## config.mk

```make
export PLATFORM = sky130hd
export DESIGN_NAME = alu_pipe
export DESIGN_NICKNAME = d
export VERILOG_FILES = /design/src/rtl/alu_pipe_pkg.sv /design/src/rtl/alu_mul_iter.sv /design/src/rtl/alu_pipe.sv
export SDC_FILE = /design/constraint.sdc
export NUM_CORES = 1
export LEC_CHECK = 0
export CORE_MARGIN = 4
export CORE_UTILIZATION = 53
export CTS_BUF_LIST = sky130_fd_sc_hd__clkbuf_16
export CTS_CLUSTER_DIAMETER = 60
export DETAILED_ROUTE_END_ITERATION = 6
export PLACE_DENSITY_LB_ADDON = 0.15
export SKIP_CTS_REPAIR_TIMING = 1
export SKIP_LAST_GASP = 1
export SLEW_MARGIN = 10
export SYNTH_ARGS = -nofsm -noshare
export SYNTH_HDL_FRONTEND = slang
export SYNTH_SLANG_ARGS = --single-unit
```

## constraint.sdc

```tcl
create_clock -name clock -period 5.7 [get_ports clock]
set_input_delay 1.71 -clock clock [delete_from_list [all_inputs] [get_ports clock]]
set_output_delay 1.71 -clock clock [all_outputs]
set_load 0.02 [all_outputs]
```

## src/rtl/alu_pipe_pkg.sv

```systemverilog
// +------------------------------------------------------------------+
// | alu_pipe_pkg : operation codes and FSM states for alu_pipe       |
// | Rev 1.0                                                          |
// +------------------------------------------------------------------+
`default_nettype none

package alu_pipe_pkg;

  localparam logic [2:0] ALU_MUL  = 3'd0;
  localparam logic [2:0] ALU_RSVD = 3'd1;
  localparam logic [2:0] ALU_ADD  = 3'd2;
  localparam logic [2:0] ALU_SUB  = 3'd3;
  localparam logic [2:0] ALU_AND  = 3'd4;
  localparam logic [2:0] ALU_OR   = 3'd5;
  localparam logic [2:0] ALU_NOR  = 3'd6;
  localparam logic [2:0] ALU_XOR  = 3'd7;

  typedef enum logic [0:0] {
    IDLE     = 1'b0,
    MUL_BUSY = 1'b1
  } state_t;

endpackage

`default_nettype wire

```

## src/rtl/alu_mul_iter.sv

```systemverilog
// +------------------------------------------------------------------+
// | alu_mul_iter : unsigned shift-add multiplier, one bit per cycle  |
// | Rev 1.0                                                          |
// +------------------------------------------------------------------+
`default_nettype none

module alu_mul_iter #(
  parameter int WIDTH = 32
) (
  input  logic                 clock,
  input  logic                 reset,
  input  logic                 start,
  input  logic [WIDTH-1:0]     a,
  input  logic [WIDTH-1:0]     b,
  output logic                 busy,
  output logic                 done,
  output logic [2*WIDTH-1:0]   product
);

  localparam int               CW    = $clog2(WIDTH + 1);
  localparam logic [CW-1:0]    STEPS = CW'(WIDTH);

  logic [WIDTH-1:0]   mcand_q, mcand_d;
  logic [2*WIDTH-1:0] prod_q, prod_d;
  logic [CW-1:0]      count_q, count_d;
  logic               busy_q, busy_d;
  logic               done_q, done_d;
  logic [WIDTH:0]     w_sum;

  // Upper half accumulates the multiplicand; the whole register shifts right
  // each step so the multiplier bits drain out of the low half.
  assign w_sum = {1'b0, prod_q[2*WIDTH-1:WIDTH]} +
                 (prod_q[0] ? {1'b0, mcand_q} : {(WIDTH+1){1'b0}});

  always_comb begin
    mcand_d = mcand_q;
    prod_d  = prod_q;
    count_d = count_q;
    busy_d  = busy_q;
    done_d  = 1'b0;
    if (start) begin
      mcand_d = a;
      prod_d  = {{WIDTH{1'b0}}, b};
      count_d = STEPS;
      busy_d  = 1'b1;
    end else if (busy_q) begin
      prod_d  = {w_sum, prod_q[WIDTH-1:1]};
      count_d = count_q - CW'(1);
      if (count_q == CW'(1)) begin
        busy_d = 1'b0;
        done_d = 1'b1;
      end
    end
  end

  always_ff @(posedge clock) begin
    if (reset) begin
      mcand_q <= '0;
      prod_q  <= '0;
      count_q <= '0;
      busy_q  <= 1'b0;
      done_q  <= 1'b0;
    end else begin
      mcand_q <= mcand_d;
      prod_q  <= prod_d;
      count_q <= count_d;
      busy_q  <= busy_d;
      done_q  <= done_d;
    end
  end

  assign busy    = busy_q;
  assign done    = done_q;
  assign product = prod_q;

endmodule

`default_nettype wire

```

## src/rtl/alu_pipe.sv

```systemverilog
// +------------------------------------------------------------------+
// | alu_pipe : registered ALU with valid/ready handshakes; the       |
// | iterative multiplier is built only when ALU_PIPE_MUL_EN is set.  |
// | Rev 1.0                                                          |
// +------------------------------------------------------------------+
`default_nettype none

module alu_pipe
  import alu_pipe_pkg::*;
#(
  parameter int WIDTH = 32
) (
  input  logic             clock,
  input  logic             reset,
  input  logic             in_valid,
  output logic             in_ready,
  input  logic [WIDTH-1:0] A,
  input  logic [WIDTH-1:0] B,
  input  logic [2:0]       control,
  output logic             out_valid,
  input  logic             out_ready,
  output logic [WIDTH-1:0] out,
  output logic             overflow,
  output logic             zero,
  output logic             negative
);

  logic [WIDTH-1:0] w_sum, w_diff, w_alu_res, w_load_res;
  logic             w_alu_ovf, w_load_ovf, w_load, w_accept;

  logic             out_valid_q, out_valid_d;
  logic [WIDTH-1:0] out_q, out_d;
  logic             overflow_q, overflow_d;
  logic             zero_q, zero_d;
  logic             negative_q, negative_d;

  assign w_sum    = A + B;
  assign w_diff   = A - B;
  assign w_accept = in_valid && in_ready;

  always_comb begin
    w_alu_res = '0;
    w_alu_ovf = 1'b0;
    case (control)
      ALU_ADD: begin
        w_alu_res = w_sum;
        w_alu_ovf = (A[WIDTH-1] == B[WIDTH-1]) && (w_sum[WIDTH-1] != A[WIDTH-1]);
      end
      ALU_SUB: begin
        w_alu_res = w_diff;
        w_alu_ovf = (A[WIDTH-1] != B[WIDTH-1]) && (w_diff[WIDTH-1] != A[WIDTH-1]);
      end
      ALU_AND: w_alu_res = A & B;
      ALU_OR:  w_alu_res = A | B;
      ALU_NOR: w_alu_res = ~(A | B);
      ALU_XOR: w_alu_res = A ^ B;
      default: w_alu_res = '0;
    endcase
  end

`ifdef ALU_PIPE_MUL_EN
  state_t               state_q, state_d;
  logic                 w_mul_start, w_mul_busy, w_mul_done;
  logic [2*WIDTH-1:0]   w_mul_product;

  assign in_ready    = (state_q == IDLE) && !w_mul_busy && (!out_valid_q || out_ready);
  assign w_mul_start = w_accept && (control == ALU_MUL);

  alu_mul_iter #(
    .WIDTH (WIDTH)
  ) u_mul (
    .clock   (clock),
    .reset   (reset),
    .start   (w_mul_start),
    .a       (A),
    .b       (B),
    .busy    (w_mul_busy),
    .done    (w_mul_done),
    .product (w_mul_product)
  );

  always_comb begin
    state_d    = state_q;
    w_load     = 1'b0;
    w_load_res = w_alu_res;
    w_load_ovf = w_alu_ovf;
    case (state_q)
      IDLE: begin
        if (w_mul_start) begin
          state_d = MUL_BUSY;
        end else if (w_accept) begin
          w_load = 1'b1;
        end
      end
      MUL_BUSY: begin
        if (w_mul_done) begin
          state_d    = IDLE;
          w_load     = 1'b1;
          w_load_res = w_mul_product[WIDTH-1:0];
          w_load_ovf = |w_mul_product[2*WIDTH-1:WIDTH];
        end
      end
    endcase
  end

  always_ff @(posedge clock) begin
    if (reset) state_q <= IDLE;
    else       state_q <= state_d;
  end
`else
  assign in_ready = !out_valid_q || out_ready;

  always_comb begin
    w_load     = w_accept;
    w_load_res = w_alu_res;
    w_load_ovf = w_alu_ovf;
  end
`endif

  // A load in the same cycle as a handshake overrides the clear.
  always_comb begin
    out_valid_d = out_valid_q;
    out_d       = out_q;
    overflow_d  = overflow_q;
    zero_d      = zero_q;
    negative_d  = negative_q;
    if (out_valid_q && out_ready) out_valid_d = 1'b0;
    if (w_load) begin
      out_valid_d = 1'b1;
      out_d       = w_load_res;
      overflow_d  = w_load_ovf;
      zero_d      = (w_load_res == '0);
      negative_d  = w_load_res[WIDTH-1];
    end
  end

  always_ff @(posedge clock) begin
    if (reset) begin
      out_valid_q <= 1'b0;
      out_q       <= '0;
      overflow_q  <= 1'b0;
      zero_q      <= 1'b0;
      negative_q  <= 1'b0;
    end else begin
      out_valid_q <= out_valid_d;
      out_q       <= out_d;
      overflow_q  <= overflow_d;
      zero_q      <= zero_d;
      negative_q  <= negative_d;
    end
  end

  assign out_valid = out_valid_q;
  assign out       = out_q;
  assign overflow  = overflow_q;
  assign zero      = zero_q;
  assign negative  = negative_q;

endmodule

`default_nettype wire

```

==> impl_results.md <==
* Status: completed
* Main combinational cell family by area after synthesis: compound AO/OA/AOI/OAI gates
* Max FO, Critical Path at 5
* Row cnt at 42
* Final Total Pwr at 1.46 mW
* Part of the power in registers at 19.0%
* Antenna fix cells at 0
* Pwr Density at 162 nW/µm²
* CTS root buf: clkbuf_16
* Peak VDD IR at 0.125 mV
* RSZ-0062 raised after global routing: false
* IO Count at 108
* Core area at 13,400 µm²
* Total negative slack at 0 ns
* Largest net degree at the start of global routing at 37
* Worst Path Buf+Inv at 3
* Hold Path Class: flip-flop to flip-flop
* Switching share of power at between 40% and 50%
* Hold Fails Final Rpt at 0
* CP Launch Type: input pin
* Max transition margin at 37.4%
* ANT nets after route at 0
* Worst setup margin at 0.331 ns
* Crit path required time at 5.89 ns
* Residual DRC at 0
* Vias at 8,812
* CP arrival at ~5.6 ns
* Total Wirelength at 27.1 mm
* Share of cells above drive strength 1 at 8.21%
* Ys async rst share at 0%
* Syn_area_per_cell at 6.82 µm²
* Top cell type by total area after synthesis: ha_1
* Synth-to-layout area growth at 22.7%
* Initial Util at a little over half
* Layout Skew at 0.00481 ns
* Worst-Margin Slew at just over 0.9 ns
* Max cap viols at 0
* IO Port Bufs at 107
* Placement Setup Slack at between 0.07 and 0.08 ns
* Post-Syn Area at 7340 µm²
* Clk network pwr share at 21.0%
* Synthesized Nets at around 1,300
* Net Sw Power at 0.633 mW
* GRT Total Usage at about 32%
* Initial antenna violation count at 0
* Worst-skew pair later-pin latency at 0.28 ns
* Logic pwr share at 59.9%
* Post-synthesis register bit count at 35
* Average vias per placed instance at 6.49
* Drt pass-1 iters at 6
* Fmax at about 190 MHz
* Max Slew Vio Count at 0
* Dpl cells at 1,350
* Clock tree buffer depth at 2
* Xor/xnor share of the synthesized area at 1.31%
* Ys flop type: dfxtp_1
* Grt ovf at 0
* Post-Syn Instances at about 1,100
* Die height at around 130 µm
* Distinct cells, synth at 77
* Top area cells in the synthesized netlist: ha_1, dfxtp_1, a21oi_1
* Routability Congestion at 1.04
* Critical Path Slowest Stage Cell: a2111oi_4
* Mux share of post-synthesis cell area at 2.90%
* Cell internal pwr at 0.826 mW
* Sequential fraction of the synthesis area at a little under a tenth
* Worst hold slack at between 0.4 and 0.5 ns
* Worst path top cell family by delay: compound AO/OA/AOI/OAI gates
* Count leader, synth: nor2_1
* Syn. warnings at 0
* Post-synthesis compound-gate area fraction at 35.4%
* Die width at 126 µm
* Die outline area at ~16,000 µm²
* Post-DP Area at about 8800 µm²
* Clock Sinks at 35
* Post-route insts no fill at about 1,400
* TritonCTS buffer count at 5
* Initial drt markers at 1,054
* CP peak stage delay at 0.52 ns
* Routed WL per cell at 19.9 µm
* Design area at 9000 µm²
* CP endpoint kind: flip-flop
* Leak at 3.92 nW
* Post-synthesis simple-gate area fraction at 23.3%
* Tmin final at 5.37 ns
* First-pass GRT wire length at ~43 mm
* Commonest cells post-synth: nor2_1, ha_1, a21oi_1, inv_1, nand2_1
* Number of global-route vias before repair at 7,995
* Post-Synth Adder-Cell Area at 18.4%
* Yosys top cell area share at 17.9%
* Most frequent CP cell: inv_1
* Final core utilization at 67.2%
* Tcrit/Tclk final at 94.2%
* Final setup viols at 0
* Ordered list of cells on the worst path: clkdlybuf4s50_1 > inv_1 > ha_1 > inv_1 > fa_1 > nand2b_1 > a2111oi_4 > o21ai_2 > a21oi_1 > o41ai_1 > and2_1 > or3_1 > a32o_1 > a311oi_1 > nand4_1 > o31ai_1
* Hpwl dp at ~22 mm
* H-Tree Depth at 2
* Crit Path Class: input pin to flip-flop
* Nets at 1,359
* CTS tree: yes
* Clk slew on worst S/H paths at around 0.050 ns
* EDFF count, synth at 0
-- cells by family after synthesis --
kind of cell / Yosys count
AOI/OAI and AO/OA: 369
and+or+nand+nor: 359
buffers and inverters: 175
adders and majority gates: 107
DFF: 35
muxes: 21
xor gates and xnor gates: 11
-- power by group through the flow --
stage          clock, mW  sequential, mW  combinational [mW]
2_1_floorplan          0           0.306               0.502
3_3_place_gp           0           0.282               0.838
3_5_place_dp           0           0.283               0.843
4_1_cts            0.308           0.278               0.849
5_1_grt            0.319           0.280               0.939
6_report           0.307           0.278               0.874
-- per-layer routing --
| layer | GRT usage, % | up-vias | wire [µm] |
|---|---|---|---|
| li1 | - | 4154 | - |
| met1 | 45.7 | 4009 | 11500 |
| met2 | 50.1 | 560 | 11500 |
| met3 | 5.97 | 89 | 3100 |
| met4 | 10.7 | 0 | 989 |
| met5 | 0 | - | 0 |
-- flip-flops by register name (all words and copies together) (netlist names) --
name       count
zero           1
overflow       1
out_valid      1
out           32
-- area by class of cell --
type,instances,area [µm²]
multi-input cells,867,5980
fillers,1223,4400
repair buffers,173,1560
flip-flops and latches,35,701
inverters,99,372
well taps,176,220
clock buffers,5,125
clock inverters,3,43.8
-- worst register-to-register path: cells and delay by family, from the launching register on --
family,cells,cell delay (ns)
AND/OR/NAND/NOR,8,1.76
flip-flops,1,0.31
AO/OA/AOI/OAI,1,0.23
-- cell usage in the layout, fill, tap and decap left out, drive strengths merged, types with 5 or more instances in the layout --
master           n
a211o            5
a211oi          25
a21o            15
a21oi           98
a221oi           9
a2bb2oi          5
a31oi           16
and2             8
and3             6
buf             67
clkbuf           5
clkdlybuf4s50  106
dfxtp           35
ha             105
inv             98
mux2i           19
nand2           92
nand2b          11
nand3           23
nand4           14
nor2           108
nor2b           16
nor3            38
nor4             9
o2111a           5
o211ai          17
o21a            10
o21ai           54
o21bai          11
o221a            6
o221ai          14
o22ai            6
o311ai          13
o31ai            8
o41ai            7
or3             12
or4              7
xnor2           11
-- final timing paths --
check | start | end | slack [ns] | cells after the start
worst min-delay path | overflow | overflow | 0.46 | 2
worst min register to register | overflow | overflow | 0.46 | 2
worst max register to register | out_valid | zero | 3.32 | 9
worst max-delay path | A[0] | zero | 0.33 | 16
Note: power is estimated with default switching activity, not from simulation.
